### src/rtl/counter_if.sv
// Register-style bus of counter_mod: clear/enable/load/direction/compare controls
// in, count value and status flags out.
interface counter_if #(
   parameter int WIDTH = 8
);
   logic             clr_i;
   logic             en_i;
   logic             we_i;
   logic [WIDTH-1:0] dat_i;
   logic             up_i;
   logic [WIDTH-1:0] cmp_i;
   logic             ovf_clr_i;
   logic [WIDTH-1:0] dat_o;
   logic             tc_o;
   logic             ovf_o;
   logic             match_o;

   modport master (
      output clr_i, en_i, we_i, dat_i, up_i, cmp_i, ovf_clr_i,
      input  dat_o, tc_o, ovf_o, match_o
   );

   modport slave (
      input  clr_i, en_i, we_i, dat_i, up_i, cmp_i, ovf_clr_i,
      output dat_o, tc_o, ovf_o, match_o
   );
endinterface

### src/rtl/counter_mod.sv
// Modulo-(MAX+1) up/down counter with synchronous clear, clamped parallel load,
// enable prescaler, terminal-count pulse, sticky overflow flag and compare match.
module counter_mod #(
   parameter int               WIDTH    = 8,
   parameter logic [WIDTH-1:0] MAX      = {WIDTH{1'b1}},
   parameter int               PRESCALE = 1
) (
   input  logic     clk_i,
   input  logic     rst_i,
   counter_if.slave bus
);

   // The prescaler counts enabled cycles 0..PRESCALE-1; 8 bits cover PRESCALE up to 256.
   localparam logic [7:0]       PS_LAST = 8'(PRESCALE - 1);
   localparam logic [WIDTH-1:0] ZERO_W  = {WIDTH{1'b0}};
   localparam logic [WIDTH-1:0] ONE_W   = WIDTH'(1);

   logic [WIDTH-1:0] cnt_r;
   logic [7:0]       presc_r;
   logic             tc_r;
   logic             ovf_r;

   logic [WIDTH-1:0] load_val_s;
   logic [WIDTH-1:0] step_val_s;
   logic             wrap_s;
   logic             ps_done_s;
   logic             step_s;
   logic             wrap_evt_s;

   // Clamped load value and the value/wrap outcome of one step in the sampled direction.
   always_comb begin
      load_val_s = bus.dat_i;
      step_val_s = cnt_r;
      wrap_s     = 1'b0;
      if (bus.dat_i > MAX) begin
         load_val_s = MAX;
      end else begin
         load_val_s = bus.dat_i;
      end
      if (bus.up_i) begin
         if (cnt_r == MAX) begin
            step_val_s = ZERO_W;
            wrap_s     = 1'b1;
         end else begin
            step_val_s = cnt_r + ONE_W;
            wrap_s     = 1'b0;
         end
      end else begin
         if (cnt_r == ZERO_W) begin
            step_val_s = MAX;
            wrap_s     = 1'b1;
         end else begin
            step_val_s = cnt_r - ONE_W;
            wrap_s     = 1'b0;
         end
      end
   end

   assign ps_done_s  = (presc_r == PS_LAST);
   assign step_s     = !bus.clr_i && !bus.we_i && bus.en_i && ps_done_s;
   assign wrap_evt_s = step_s && wrap_s;

   // Count, prescaler and terminal-count pulse; clear beats load beats counting.
   always_ff @(posedge clk_i or negedge rst_i) begin
      if (!rst_i) begin
         cnt_r   <= ZERO_W;
         presc_r <= 8'd0;
         tc_r    <= 1'b0;
      end else if (bus.clr_i) begin
         cnt_r   <= ZERO_W;
         presc_r <= 8'd0;
         tc_r    <= 1'b0;
      end else if (bus.we_i) begin
         cnt_r   <= load_val_s;
         presc_r <= 8'd0;
         tc_r    <= 1'b0;
      end else if (bus.en_i) begin
         if (ps_done_s) begin
            presc_r <= 8'd0;
            cnt_r   <= step_val_s;
            tc_r    <= wrap_s;
         end else begin
            presc_r <= presc_r + 8'd1;
            tc_r    <= 1'b0;
         end
      end else begin
         tc_r <= 1'b0;
      end
   end

   // Sticky overflow: a wrap sets it and wins over a simultaneous clear request.
   always_ff @(posedge clk_i or negedge rst_i) begin
      if (!rst_i) begin
         ovf_r <= 1'b0;
      end else if (wrap_evt_s) begin
         ovf_r <= 1'b1;
      end else if (bus.ovf_clr_i) begin
         ovf_r <= 1'b0;
      end else begin
         ovf_r <= ovf_r;
      end
   end

   assign bus.dat_o   = cnt_r;
   assign bus.tc_o    = tc_r;
   assign bus.ovf_o   = ovf_r;
   // The count never exceeds MAX, so a compare value above MAX can never match.
   assign bus.match_o = (cnt_r == bus.cmp_i);

endmodule

### src/flat_wrapper.sv
// flat-port wrapper written by rule: the top's interface ports become plain ports
module counter_mod_flat 
#(
   parameter int               WIDTH    = 8,
   parameter logic [WIDTH-1:0] MAX      = {WIDTH{1'b1}},
   parameter int               PRESCALE = 1
)
  (clk_i, rst_i, bus_clr_i, bus_en_i, bus_we_i, bus_dat_i, bus_up_i, bus_cmp_i, bus_ovf_clr_i, bus_dat_o, bus_tc_o, bus_ovf_o, bus_match_o);
  counter_if #(.WIDTH(WIDTH)) bus_i ();
  input  logic clk_i;
  input  logic rst_i;
  input wire logic [$bits(bus_i.clr_i)-1:0] bus_clr_i;
  input wire logic [$bits(bus_i.en_i)-1:0] bus_en_i;
  input wire logic [$bits(bus_i.we_i)-1:0] bus_we_i;
  input wire logic [$bits(bus_i.dat_i)-1:0] bus_dat_i;
  input wire logic [$bits(bus_i.up_i)-1:0] bus_up_i;
  input wire logic [$bits(bus_i.cmp_i)-1:0] bus_cmp_i;
  input wire logic [$bits(bus_i.ovf_clr_i)-1:0] bus_ovf_clr_i;
  output wire logic [$bits(bus_i.dat_o)-1:0] bus_dat_o;
  output wire logic [$bits(bus_i.tc_o)-1:0] bus_tc_o;
  output wire logic [$bits(bus_i.ovf_o)-1:0] bus_ovf_o;
  output wire logic [$bits(bus_i.match_o)-1:0] bus_match_o;
  assign bus_i.clr_i = bus_clr_i;
  assign bus_i.en_i = bus_en_i;
  assign bus_i.we_i = bus_we_i;
  assign bus_i.dat_i = bus_dat_i;
  assign bus_i.up_i = bus_up_i;
  assign bus_i.cmp_i = bus_cmp_i;
  assign bus_i.ovf_clr_i = bus_ovf_clr_i;
  assign bus_dat_o = bus_i.dat_o;
  assign bus_tc_o = bus_i.tc_o;
  assign bus_ovf_o = bus_i.ovf_o;
  assign bus_match_o = bus_i.match_o;
  counter_mod #(.WIDTH(WIDTH), .MAX(MAX), .PRESCALE(PRESCALE)) u_core (.clk_i(clk_i), .rst_i(rst_i), .bus(bus_i));
endmodule
### config.mk
export PLATFORM = sky130hd
export DESIGN_NAME = counter_mod_flat
export DESIGN_NICKNAME = d
export VERILOG_FILES = /design/src/rtl/counter_if.sv /design/src/rtl/counter_mod.sv /design/src/flat_wrapper.sv
export SDC_FILE = /design/constraint.sdc
export NUM_CORES = 1
export LEC_CHECK = 0
export ABC_AREA = 1
export ABC_CLOCK_PERIOD_IN_PS = 1800
export BUFFER_PORTS_ARGS = -buffer_cell sky130_fd_sc_hd__buf_2
export CAP_MARGIN = 20
export CELL_PAD_IN_SITES_DETAIL_PLACEMENT = 0
export CELL_PAD_IN_SITES_GLOBAL_PLACEMENT = 1
export CORE_UTILIZATION = 38
export DETAILED_ROUTE_END_ITERATION = 10
export PLACE_DENSITY_LB_ADDON = 0.1
export SLEW_MARGIN = 10
export SYNTH_ARGS = -nofsm -noshare
export SYNTH_HDL_FRONTEND = slang
export SYNTH_SLANG_ARGS = --single-unit
### constraint.sdc
create_clock -name clk_i -period 1.8 [get_ports clk_i]
set_clock_uncertainty 0.1 [all_clocks]
set_input_delay 0.18 -clock clk_i [delete_from_list [all_inputs] [get_ports clk_i]]
set_output_delay 0.18 -clock clk_i [all_outputs]
set_load 0.05 [all_outputs]
-- Yosys cells after proc, flatten, opt, wreduce, memory -nomap -nowiden
Cells that the tools add are included.
- flip-flop bits (word level): 18
- output and inout bits: 11
- add/subtract/negate cells: 3
- order comparisons: 1
- eq/ne operators: 2
- mux-type cells: 21
- reductions and logical operators: 12
- operator list (operator ; count):
    $mux 8 ; 12
    $add 8x1->8 const B ; 2
    $logic_not 8->1 ; 2
    $mux 1 ; 9
    $eq 8x8->1 ; 1
    $eq 8x8->1 const B ; 1
    $gt 8x8->1 const B ; 1
    $sub 8x1->8 const B ; 1
    $reduce_bool 3->1 ; 2
    $logic_and 1x1->1 ; 4
    $logic_not 1->1 ; 2
    $reduce_and 2->1 ; 1
    $reduce_bool 2->1 ; 1

-- Longest topological paths before layout
- depth after elaboration: 7
- mapped depth: 11
- gate-level depth less buffers: 11

-- Worst setup path after synthesis
OpenSTA, ideal clock, no wires.
- path type: reg2out
- start point: register u_core.cnt_r[5] (netlist: u_core.bus.dat_o[5])
- end point: output bus_match_o
- arrival: 1.746 ns
- data required time: 1.520 ns
- path slack: -0.226 ns
- cell stages (with the launch flop): 5
- buffers on the path: 1
- cells stage by stage: dfrtp_1 > buf_4 > xnor2_1 > nand4_1 > nor2_1
- word-level cells in the longest chain between the ends: 1
- ends and longest elaborated chain (element ; RTL line ; source):
    start, declared ; counter_mod.sv:18 ; logic [WIDTH-1:0] cnt_r;
    start signal, assigned ; counter_mod.sv:74 ; cnt_r <= load_val_s;
    start signal, assigned ; counter_mod.sv:80 ; cnt_r <= step_val_s;
    $eq 8x8->1 ; counter_mod.sv:108 ; assign bus.match_o = (cnt_r == bus.cmp_i);
    end, declared ; flat_wrapper.sv:22 ; output wire logic [$bits(bus_i.match_o)-1:0] bus_match_o;
Every way passes these cells.

-- Worst setup path after layout
- start point: register u_core.cnt_r[0] (netlist: u_core.bus.dat_o[0])
- end point: output bus_match_o
Same word-level chain as after synthesis.

==> metrics.txt <==
# TYPE chip_impl_metric gauge
chip_impl_metric{name="final-setup-viol-count",unit=""} 0
chip_impl_metric{name="routabilityCongestion",unit=""} 0.777
chip_impl_metric{name="total_i_o_pin_count",unit=""} 34
chip_impl_metric{name="via_count_of_the_first_global_routing_pass",unit=""} 1435
chip_impl_metric{name="clock_power_share",unit="%"} 23.3
chip_impl_metric{name="numPortBuffers",unit=""} 33
chip_impl_metric{name="fp.coreArea",unit="µm²"} 4060
chip_impl_metric{name="fillerInstances",unit=""} 450
chip_impl_metric{name="slew_headroom",unit="%"} 68.3
chip_impl_metric{name="design_power",unit="mW"} 1.51
chip_impl_metric{name="grt-ovfl-total",unit=""} 0
chip_impl_metric{name="cts_buffers",unit=""} 3
chip_impl_metric{name="worst_skew_pair.late_latency",unit="ns"} 0.26
chip_impl_metric{name="postLayoutCoreUtil",unit="%"} 48.3
chip_impl_metric{name="part_of_the_yosys_area_used_for_sequential_elements",unit="%"} 27.8
chip_impl_metric{name="number_of_synthesis_warnings",unit=""} 0
chip_impl_metric{name="crit_path_max_fanout",unit=""} 6
chip_impl_info{name="setup.worst_path.end_class",value="output pin"} 1
chip_impl_metric{name="antenna_violating_nets_post_route",unit=""} 0
chip_impl_metric{name="clock_tree.htree_level_count",unit=""} 1
chip_impl_info{name="worst_setup_path_start_kind",value="register"} 1
chip_impl_metric{name="hpwlAfterDp",unit="µm"} 2960
chip_impl_metric{name="grt_pass1_wl",unit="µm"} 6500
chip_impl_metric{name="drt-initial-drc-count",unit=""} 48
chip_impl_metric{name="syn_area_per_cell",unit="µm²"} 6.74
chip_impl_metric{name="net_sw_share",unit="%"} 41.9
chip_impl_metric{name="nets",unit=""} 310
chip_impl_metric{name="peakVddDrop",unit="mV"} 0.397
chip_impl_info{name="worst_hold_path_type",value="in -> reg"} 1
chip_impl_metric{name="grt_max_degree",unit=""} 19
chip_impl_metric{name="placement_rows",unit=""} 23
chip_impl_metric{name="die_height",unit="µm"} 67.3
chip_impl_metric{name="hold_viol",unit=""} 0
chip_impl_metric{name="met2_length",unit="µm"} 1810
chip_impl_metric{name="cts_num_sinks",unit=""} 18
chip_impl_info{name="timing_worst_setup_path_type",value="reg -> out"} 1
chip_impl_metric{name="worstPathRequired",unit="ns"} 1.52
chip_impl_metric{name="netSwitchingPower",unit="µW"} 632
chip_impl_metric{name="final-seq-area",unit="µm²"} 460
chip_impl_metric{name="drt_drc_violations_left",unit=""} 0
chip_impl_metric{name="synthToLayoutAreaGrowth",unit="%"} 21.2
chip_impl_metric{name="number_of_synthesized_register_bits",unit=""} 18
chip_impl_info{name="run_status",value="finished, final reports clean"} 1
chip_impl_metric{name="leakagePower",unit="nW"} 1.01
chip_impl_metric{name="antenna_found_initial",unit=""} 0
chip_impl_metric{name="initial_utilization",unit="%"} 39.9
chip_impl_metric{name="share_seq_of_total_power",unit="%"} 34.9
chip_impl_metric{name="synth.distinct_cells",unit=""} 28
chip_impl_metric{name="fin_setup_tns",unit="ns"} 0
chip_impl_metric{name="vias",unit=""} 1546
chip_impl_metric{name="worst_setup_hold_path_clk_slew",unit="ns"} 0.07
chip_impl_metric{name="synth_cells",unit=""} 240
chip_impl_metric{name="routed-wl-met3",unit="µm"} 92
chip_impl_metric{name="floorplan.die_area",unit="µm²"} 4520
chip_impl_metric{name="period_share",unit="%"} 94.2
chip_impl_info{name="top_layer_used",value="met4"} 1
chip_impl_info{name="clock_tree_from_tritoncts",value="built"} 1
chip_impl_metric{name="avgRoutedWirePerCell",unit="µm"} 11.6
chip_impl_metric{name="fmax",unit="MHz"} 590
chip_impl_info{name="root_buffer",value="sky130_fd_sc_hd__clkbuf_8"} 1
chip_impl_metric{name="met1Wirelength",unit="µm"} 1900
chip_impl_metric{name="drt_pass1_iterations",unit=""} 4
chip_impl_metric{name="die-width",unit="µm"} 67.3
chip_impl_metric{name="power-per-cell-area",unit="nW/µm²"} 769
chip_impl_metric{name="multiInputGateArea",unit="µm²"} 1020
chip_impl_metric{name="worst_pin_slew",unit="ns"} 0.476
chip_impl_metric{name="timing.critical_path.arrival",unit="ns"} 1.41
chip_impl_metric{name="p_int",unit="µW"} 876
chip_impl_metric{name="via_per_inst",unit=""} 4.67
chip_impl_metric{name="timing.final.max_slew_violations",unit=""} 0
chip_impl_metric{name="global_route_total_usage_across_every_layer",unit="%"} 19.4
chip_impl_metric{name="max_cap_viol_count",unit=""} 0
chip_impl_metric{name="number_of_nets_in_the_synthesized_netlist",unit=""} 268
chip_impl_metric{name="fraction_of_layout_instances_using_a_drive_strength_above_1",unit="%"} 29.9
chip_impl_metric{name="cts-root-to-sink-buffers",unit=""} 2
chip_impl_metric{name="num_antenna_cells",unit=""} 0
chip_impl_metric{name="power.share.combinational",unit="%"} 41.8
chip_impl_metric{name="layout_min_cycle_time",unit="ns"} 1.69
chip_impl_metric{name="syn_std_cell_area",unit="µm²"} 1620
chip_impl_metric{name="totalWireLength",unit="µm"} 3850
[per-layer routing]
layer  global-route usage [%]  vias to the layer above
met5                        0                        -
met4                     6.38                        0
met3                     2.20                        5
met2                     33.0                       22
met1                     25.3                      689
li1                         -                      830
[cells in the final DEF, fill, tap and decap left out]
cell type,Yosys,routed
sky130_fd_sc_hd__nand2_1,71,71
sky130_fd_sc_hd__nor2_1,38,36
sky130_fd_sc_hd__buf_2,4,32
sky130_fd_sc_hd__inv_1,23,22
sky130_fd_sc_hd__nand3_1,21,21
sky130_fd_sc_hd__buf_4,2,12
sky130_fd_sc_hd__dfrtp_1,18,10
sky130_fd_sc_hd__xnor2_1,8,8
sky130_fd_sc_hd__dfrtp_2,0,8
sky130_fd_sc_hd__nor2_4,6,6
sky130_fd_sc_hd__nand4_1,5,5
sky130_fd_sc_hd__nor2_2,3,5
sky130_fd_sc_hd__inv_2,4,4
sky130_fd_sc_hd__xor2_1,4,4
sky130_fd_sc_hd__nand2_2,4,4
sky130_fd_sc_hd__o21ai_1,4,4
sky130_fd_sc_hd__o21ai_0,4,4
sky130_fd_sc_hd__clkbuf_8,0,4
sky130_fd_sc_hd__o22ai_1,3,3
sky130_fd_sc_hd__ha_1,5,3
sky130_fd_sc_hd__nand3b_4,2,2
sky130_fd_sc_hd__a21oi_1,2,2
sky130_fd_sc_hd__ha_2,0,2
sky130_fd_sc_hd__inv_4,0,1
sky130_fd_sc_hd__nand2_8,1,1
sky130_fd_sc_hd__nand2_4,1,1
sky130_fd_sc_hd__o21bai_1,1,1
sky130_fd_sc_hd__nand4_2,1,1
sky130_fd_sc_hd__or2_1,1,1
sky130_fd_sc_hd__o22ai_2,1,1
sky130_fd_sc_hd__nor3_1,1,1
sky130_fd_sc_hd__dlygate4sd3_1,0,1
[critical path, stage by stage, from the launching register on]
cell	delay, ns
sky130_fd_sc_hd__dfrtp_2	0.46
sky130_fd_sc_hd__buf_4	0.16
sky130_fd_sc_hd__xnor2_1	0.14
sky130_fd_sc_hd__nand4_1	0.12
sky130_fd_sc_hd__nor2_2	0.09
sky130_fd_sc_hd__buf_4	0.19
[sequential cells by signal, summed over array words and instances (netlist names)]
register and flops:
u_core.bus.dat_o 8, u_core.presc_r 8, u_core.bus.ovf_o 1, u_core.bus.tc_o 1
[layout make-up]
type	instances	share of cell area, %
Tap cell	50	3.19
Multi-Input combinational cell	187	51.9
Sequential cell	18	23.5
Timing Repair Buffer	45	13.3
Inverter	27	5.30
Clock buffer	4	2.81
[synthesized netlist by cell type]
cell type                  number  share of area (%)
sky130_fd_sc_hd__nand2_8        1                1.2
sky130_fd_sc_hd__inv_1         23                5.3
sky130_fd_sc_hd__nand4_2        1               0.77
sky130_fd_sc_hd__nor2_2         3                1.2
sky130_fd_sc_hd__a21oi_1        2               0.62
sky130_fd_sc_hd__dfrtp_1       18                 28
sky130_fd_sc_hd__o22ai_2        1               0.77
sky130_fd_sc_hd__nor3_1         1               0.31
sky130_fd_sc_hd__nor2_4         6                4.2
sky130_fd_sc_hd__nor2_1        38                8.8
sky130_fd_sc_hd__buf_4          2               0.93
sky130_fd_sc_hd__or2_1          1               0.39
sky130_fd_sc_hd__buf_2          4                1.2
sky130_fd_sc_hd__nand4_1        5                1.9
sky130_fd_sc_hd__nand3b_4       2                2.5
sky130_fd_sc_hd__nand2_2        4                1.5
sky130_fd_sc_hd__o21ai_0        4                1.2
sky130_fd_sc_hd__xor2_1         4                2.2
sky130_fd_sc_hd__inv_2          4               0.93
sky130_fd_sc_hd__xnor2_1        8                4.3
sky130_fd_sc_hd__nand2_4        1               0.70
sky130_fd_sc_hd__o21ai_1        4                1.2
sky130_fd_sc_hd__buf_6          2                1.4
sky130_fd_sc_hd__o21bai_1       1               0.46
sky130_fd_sc_hd__nand2_1       71                 16
sky130_fd_sc_hd__o22ai_1        3                1.2
sky130_fd_sc_hd__ha_1           5                3.9
sky130_fd_sc_hd__nand3_1       21                6.5
[final timing paths]
path                                     start                  end  slack (ns)  cells past startpoint
setup / recovery           u_core.bus.dat_o[0]          bus_match_o        0.11                      5
hold / removal                   bus_ovf_clr_i     u_core.bus.ovf_o        0.02                      2
setup reg to reg           u_core.bus.dat_o[0]  u_core.bus.dat_o[5]        0.16                     11
hold reg to reg               u_core.bus.ovf_o     u_core.bus.ovf_o        0.43                      2
max in group asynchronous                rst_i  u_core.bus.dat_o[0]        1.00                      2
min in group asynchronous                rst_i    u_core.presc_r[6]        0.28                      2
[logic make-up (layout without fill, tap and decap cells)]
logic type | count (synthesis) | after routing | synth area share, %
xor gates and xnor gates | 12 | 12 | 6.50
buffers and inverters | 35 | 76 | 9.82
adders and majority gates | 5 | 5 | 3.87
DFF | 18 | 18 | 27.8
and+or+nand+nor | 155 | 155 | 46.5
AOI/OAI and AO/OA | 15 | 15 | 5.49
[through the flow]
stage	instance area [µm²]	setup WS, ns	hold WS, ns	std cells
finish	1960	0.105	0.0158	331
global route	1960	-0.0119	0.0106	331
CTS	1880	0.000670	0.00864	322
detailed placement	1810	0.111	0.0453	317
global placement	1810	0.151	0.0488	317
floorplan	1620	-0.0227	-0.216	240
[power groups by stage]
| stage | logic, mW | registers [mW] | clock network (mW) |
|---|---|---|---|
| detailed placement | 0.579 | 0.539 | 0 |
| finish | 0.631 | 0.526 | 0.351 |
| floorplan | 0.405 | 0.580 | 0 |
| global route | 0.718 | 0.535 | 0.373 |
| global placement | 0.584 | 0.537 | 0 |
| CTS | 0.583 | 0.532 | 0.359 |
[repair_timing]
item / CTS / global route
gates resized for setup: 2 / 11
setup buffers: 0 / 9
hold buffers: 1 / 0
setup endpoints to repair: 1 / 2
endpoints found under the hold margin: 18 / 0
No activity file was read; power rests on OpenSTA's default activity.
